[config.mk]
export PLATFORM = sky130hd
export DESIGN_NAME = frac_clock_divider
export DESIGN_NICKNAME = d
export VERILOG_FILES = /design/src/rtl/frac_clock_divider.sv
export SDC_FILE = /design/constraint.sdc
export NUM_CORES = 1
export LEC_CHECK = 0
export ABC_AREA = 1
export CELL_PAD_IN_SITES_DETAIL_PLACEMENT = 1
export CELL_PAD_IN_SITES_GLOBAL_PLACEMENT = 1
export CORE_MARGIN = 2
export CORE_UTILIZATION = 46
export DETAILED_ROUTE_END_ITERATION = 12
export HOLD_SLACK_MARGIN = 0.05
export PLACE_DENSITY_LB_ADDON = 0.25
export REMOVE_ABC_BUFFERS = 1
export SETUP_SLACK_MARGIN = 0.2
export SLEW_MARGIN = 20
export SYNTH_ARGS = -nofsm -noshare
export SYNTH_HDL_FRONTEND = slang
export SYNTH_SLANG_ARGS = --single-unit
export TNS_END_PERCENT = 5
[constraint.sdc]
create_clock -name clkin -period 5.64 [get_ports clkin]
set_input_delay 1.41 -clock clkin [delete_from_list [all_inputs] [get_ports clkin]]
set_output_delay 1.41 -clock clkin [all_outputs]
set_load 0.02 [all_outputs]
[src/rtl/frac_clock_divider.sv]
// rtl/frac_clock_divider.sv - fractional-N clock divider built on a phase accumulator
// clkout is the registered accumulator MSB; tick pulses on every accumulator wrap.
module frac_clock_divider #(
    parameter int WIDTH = 32
) (
    input  logic             clkin,
    input  logic             reset_n,
    input  logic [WIDTH-1:0] div,
    output logic             clkout,
    output logic             tick
);

    logic [WIDTH-1:0] acc;
    logic [WIDTH-1:0] div_act;
    logic [WIDTH:0]   sum_full;
    logic             carry;
    logic             load_div;

    assign sum_full = {1'b0, acc} + {1'b0, div_act};
    assign carry    = sum_full[WIDTH];

    // New rates are taken only at a period boundary so clkout never gets a
    // runt phase; an idle (zero) rate picks up div immediately.
    assign load_div = carry || (div_act == '0);

    always_ff @(posedge clkin or negedge reset_n) begin
        if (!reset_n) begin
            acc     <= '0;
            div_act <= '0;
            clkout  <= 1'b0;
            tick    <= 1'b0;
        end else begin
            acc    <= sum_full[WIDTH-1:0];
            tick   <= carry;
            clkout <= acc[WIDTH-1];
            if (load_div) begin
                div_act <= div;
            end
        end
    end

endmodule

==> impl_metrics.tcl <==
set metrics [dict create \
    status "finished clean" \
    grt_util_all_layers_pct 28.8 \
    overflow 0 \
    rows 35 \
    dpl.cell_count 791 \
    antenna_found_initial 0 \
    fmax_mhz 321 \
    critPathArrivalTime_ns 3.35 \
    yosysUniqueCellTypes 24 \
    io_buffers 35 \
    hold_path_class "flop to flop" \
    synth-edff-count 0 \
    drtIter0Drc 171 \
    synth_area_sq_um 4460 \
    slowest_delay_ns 0.51 \
    grt_pass1_wl_um 22900 \
    cp_max_fo 34 \
    crit_required_ns 5.88 \
    yosysMostFrequentCell "nand2_1" \
    fin_tns_setup_ns 0 \
    cts.sinks 66 \
    grt_max_degree 44 \
    dieArea_sq_um 10500 \
    synth_common_cells "248 x nand2_1, 82 x inv_1, 66 x dfrtp_1, 60 x nor2_1, 36 x nand4_1" \
    cts.repair.resized 0 \
    synthFlopType "dfrtp_1" \
    fillCellCount 1221 \
    worstSetupEndpointType "flop" \
    startpoint "div_act[0]" \
    ys_async_sr_fraction_pct 100 \
    antenna_cells 0 \
    drive_gt1_share_pct 4.13 \
    finalHoldViolCount 0 \
    clk_latency_ns 0.36 \
    cpLargestDelayFamily "simple AND/OR/NAND/NOR gates" \
    via_count 4258 \
    min_from "acc[31]" \
    clockRootBuffer "clkbuf_8" \
    cts_made_buffers 9 \
    drtPass1Iterations 4 \
    viasPerCell 5.28 \
    synth.area.top_cells "dfrtp_1 37%, nand2_1 21%, ha_1 9.0%" \
    crit_chain "ha_1 > fa_1 > nand2_1 > nand2_1 > nand3b_1 > nand2_1 > nand2_1 > nand2_2 > nand2_2 > nand3_4 > nand2_1 > nand2_1" \
    cts_tree "yes" \
    die_x_um 102 \
    clk_pin_slew_ns 0.09 \
    setup_viol 0 \
    yosysTopAreaCellShare_pct 37.1 \
    yosys.area.top_type "dfrtp_1" \
    crit_path_start_kind "flop" \
    cts.path.max_buffers 2 \
    fin_cells 807 \
    cpMaxStageDelayCell "nand2_2" \
    cp_common_cell "nand2_1" \
    rsz0062_at_grt "false" \
    seq_area_frac_synth_pct 37.1 \
    synthCells 637 \
    area_growth_pct 16.0 \
    post_drt_wl_per_cell_um 17.5 \
    start_util_pct 47.8 \
    hpwl_um 10900 \
    r2r_slack_ns 2.52 \
    die_h_um 102 \
    antenna_left 0 \
    path_buf_inv 0 \
    fin_util_pct 55.4 \
    coreArea_sq_um 9330 \
    drc 0 \
    drt_wl_total_um 14100 \
    slew_headroom_pct 38.5 \
    place.gp.congestion 0.874 \
    fin_nets 740 \
    grt_pass1_vias 4601 \
    layout.area.seq_sq_um 1650 \
    cts_htree_levels 3 \
    worst_pin_slew_ns 0.921 \
    boundaryPins 36 \
    syn_area_per_cell_sq_um 6.99 \
    crit_type "flop to flop" \
    period_minus_slack_ns 3.12 \
    ys_seq_elements 66 \
    multi_input_area_sq_um 2410 \
    maxSlewViolCount 0 \
    yosysWarnings 0 \
    r2r-start "div_act[0]" \
    cts_setup_buffers 0 \
    hold_buffers 0 \
    fin_skew_ns 0.0165 \
    post-route-period-util_pct 55.2 \
    drv_cap 0 \
]
==> final cells by class <==
type / count / share of cell area, %
clock buffer: 10 / 2.47
clock inverter: 6 / 2.66
inverter: 84 / 6.10
multi-input combinational: 475 / 46.7
sequential: 66 / 32.0
tap: 129 / 3.12
timing repair buffer: 37 / 6.97
==> worst paths after layout <==
path | endpoint | cells past startpoint
max | div_act[21] | 12
min | clkout | 0
max reg2reg | div_act[21] | 12
min reg2reg | clkout | 0
max in group asynchronous | acc[26] | 2
min in group asynchronous | acc[3] | 1
==> per-layer routing <==
metal  up-vias  GRT usage, %  part of all wire, %
li1       2090             -                    -
met1      2079          36.6                   45
met2        69          50.6                   50
met3        20          5.20                  3.0
met4         0          7.18                  1.6
met5         -             0                    0
==> state kept, by name, summed over array words and instances, names as in the netlist <==
name and flops:
tick 1, acc 32, clkout 1, div_act 32
==> worst reg2reg max path, cell delays in order, from the launching register on <==
cell,delay [ns]
dfrtp_1,0.42
ha_1,0.24
fa_1,0.42
nand2_1,0.09
nand2_1,0.07
nand3b_1,0.11
nand2_1,0.12
nand2_1,0.13
nand2_2,0.10
nand2_2,0.51
nand3_4,0.49
nand2_1,0.22
nand2_1,0.09
==> per-stage QoR <==
| stage | hold slack, ns | cell area, sq um | worst slack [ns] |
|---|---|---|---|
| 6_report | 0.396 | 5170 | 2.52 |
| 3_5_place_dp | 0.384 | 4900 | 2.64 |
| 3_3_place_gp | 0.382 | 4900 | 2.75 |
| 2_1_floorplan | 0.360 | 4380 | 3.29 |
| 4_1_cts | 0.404 | 5170 | 2.56 |
| 5_1_grt | 0.426 | 5170 | 2.33 |
==> logic make-up (layout without fill, tap and decap cells) <==
kind of cell	Yosys count	count (layout)	synth area share, %
compound gates	49	49	6.46
xor+xnor	15	15	2.95
fa+ha+maj	33	33	9.44
buf+inv	96	137	8.76
flops	66	66	37.1
simple gates	378	378	35.3
==> placed cells by master (no fill, tap or decap), drive strengths merged <==
cell           count
nand2            253
inv               85
dfrtp             66
nor2              60
nand4             36
clkdlybuf4s50     34
ha                32
a21oi             31
nand3             22
xor2              14
o21ai             10
clkbuf            10
o21bai             6
nor3               5
bufinv             4
buf                3
a21o               2
nand3b             1
xnor2              1
nor4               1
fa                 1
clkinv             1
Power is left out: the tool's default activity adds up to more than one toggle a clock period on the data nets, which glitch-free logic cannot reach.
==> RTL edit (same settings) <==
Remove the register `tick`: a continuous assignment takes its place, so the output `tick` follows one clock earlier. Comments in the files are not updated.
--- a/src/rtl/frac_clock_divider.sv
+++ b/src/rtl/frac_clock_divider.sv
@@ -28,10 +28,8 @@
             acc     <= '0;
             div_act <= '0;
             clkout  <= 1'b0;
-            tick    <= 1'b0;
         end else begin
             acc    <= sum_full[WIDTH-1:0];
-            tick   <= carry;
             clkout <= acc[WIDTH-1];
             if (load_div) begin
                 div_act <= div;
@@ -39,5 +37,7 @@
         end
     end
 
+    assign tick = carry;
+
 endmodule
 
Formal check against the unedited RTL: not equivalent (a bounded check fails within 4 cycles, from zero or initial values and one cycle with reset_n low).
==> RTL edit against the original RTL <==
Clock skew fell by 0.0053 ns. Area after synthesis decreased by 0.56%. Cell area decreased by 2.0%. Utilization is 0.87 points lower. Setup slack worse by 0.97 ns. Non-clock buffer count grew 2. Critical path type is now reg -> out. Sequential cell count is 1 lower. Highest routed layer unchanged. Wire length decreased by 1.8%.
Power is not shown: default switching activity piles up to over one toggle a cycle in this logic, so the estimate is an artifact.
==> RTL edit: results (changes against the original RTL) <==
Outcome
  • Status: complete, no violations (unchanged)

Setup path
  • Critical-path cell with the highest stage delay: clkdlybuf4s50_1 (was nand2_2)
  • CP Data Arrival Time: 2.68 ns (was 3.35 ns)
  • Reg2reg path depth: 13 (was 12)
  • Critical path peak fanout: 3 (was 34)
  • Reg2reg setup slack: 2.72 ns (was 2.52 ns)
  • CP peak stage delay: 0.54 ns (was 0.51 ns)
  • Worst path top cell family by delay: simple AND/OR/NAND/NOR gates (unchanged)
  • Launching point of the worst reg2reg path: div_act[0] (unchanged)
  • Worst R2R End: div_act[13] (was div_act[21])

Detailed routing
  • Average wire per standard cell: 17.2 um (was 17.5 um)
  • Met3 WL: 612 um (was 420 um)
  • Vias: 4250 (was 4258)
  • Met2 routed WL: 6290 um (was 7110 um)
  • Max layer used: met4 (unchanged)
  • Post-Route M1 WL: 6680 um (was 6380 um)
  • Detailed Route Iter0 Violations: 202 (was 171)

Place
  • Placer congestion estimate: 0.925 (was 0.874)
  • Dpl hpwl: 10500 um (was 10900 um)
  • Post-Place Cells: 792 (was 791)
  • DP Area: 4890 um2 (was 4900 um2)
  • Worst slack, placed: 2.02 ns (was 2.64 ns)

Global routing
  • M1 GR Usage: 0.395 (was 0.366)
  • GRT Util Overall: 0.285 (was 0.288)
  • Largest net degree at the start of global routing: 66 (was 44)
  • Met2 Track Usage GR: 0.459 (was 0.506)
  • Vias in the first global route: 4587 (was 4601)
  • Routing usage on met3: 0.0438 (was 0.0520)
  • First-pass GRT wire length: 22700 um (was 22900 um)
  • Antenna violations before repair: 0 (unchanged)

Final layout
  • Fill count: 1258 (was 1221)
  • Final layout net count: 741 (was 740)
  • Non-clk bufs: 39 (was 37)
  • Non-Filler Instances: 807 (unchanged)
  • Multi-input gate share of total cell area: 0.477 (was 0.467)
  • Util after Layout: 0.545 (was 0.554)
  • Share of cells above drive strength 1: 0.0442 (was 0.0413)
  • Reg area: 1630 um2 (was 1650 um2)
  • Non-clk buf share: 0.0741 (was 0.0697)
  • Clk tree area frac: 0.0336 (was 0.0513)
  • Largest regs: acc: 32 flops, div_act: 32 flops, clkout: 1 flops (was acc: 32 flops, div_act: 32 flops)
  • Diode count: 0 (unchanged)

Timing
  • Relative slew slack: 0.418 (was 0.385)
  • Fin Hold WS: 0.400 ns (was 0.396 ns)
  • Clk_skew: 0.0112 ns (was 0.0165 ns)

Logic synthesis
  • Post-synth top cells: 248 x nand2_1, 82 x inv_1, 65 x dfrtp_1 (was 248 x nand2_1, 82 x inv_1, 66 x dfrtp_1)
  • Mapped Cells: 636 (was 637)
  • Largest cells by area after synthesis: dfrtp_1 37%, nand2_1 21%, ha_1 9.0%, inv_1 6.9%, nand4_1 5.1% (unchanged)
  • FF+latch count, synth: 65 (was 66)
  • Sequential element share of the synthesized area: 0.367 (was 0.371)
  • Primary FF master, synth: dfrtp_1 (unchanged)
  • Synth async-reset ratio: 1.00 (unchanged)

Worst hold path
  • Hold EP: clkout (unchanged)

Clocking
  • Htree depth: 3 (unchanged)
==> RTL edit: cell count changes after synthesis, sizes merged <==
cell / before / now
dfrtp: 66 / 65
==> RTL edit: worst max-delay path by stage <==
stage                from  endpoint  slack [ns]  depth (start not counted)
2_1_floorplan  div_act[0]      tick        2.25                         10
3_3_place_gp   div_act[0]      tick        2.09                         11
3_5_place_dp   div_act[0]      tick        2.02                         11
4_1_cts        div_act[0]      tick        1.56                         11
5_1_grt        div_act[0]      tick        1.41                         11
6_report       div_act[0]      tick        1.55                         11
==> RTL edit: cells by family (layout without fill, tap and decap cells) <==
family	after synthesis	count (layout)	share of synthesized area
xor gates and xnor gates	15	15	0.0297
AOI/OAI and AO/OA	49	49	0.0650
DFF	65	65	0.367
buffers and inverters	96	138	0.0881
and+or+nand+nor	378	378	0.355
adders and majority gates	33	33	0.0949
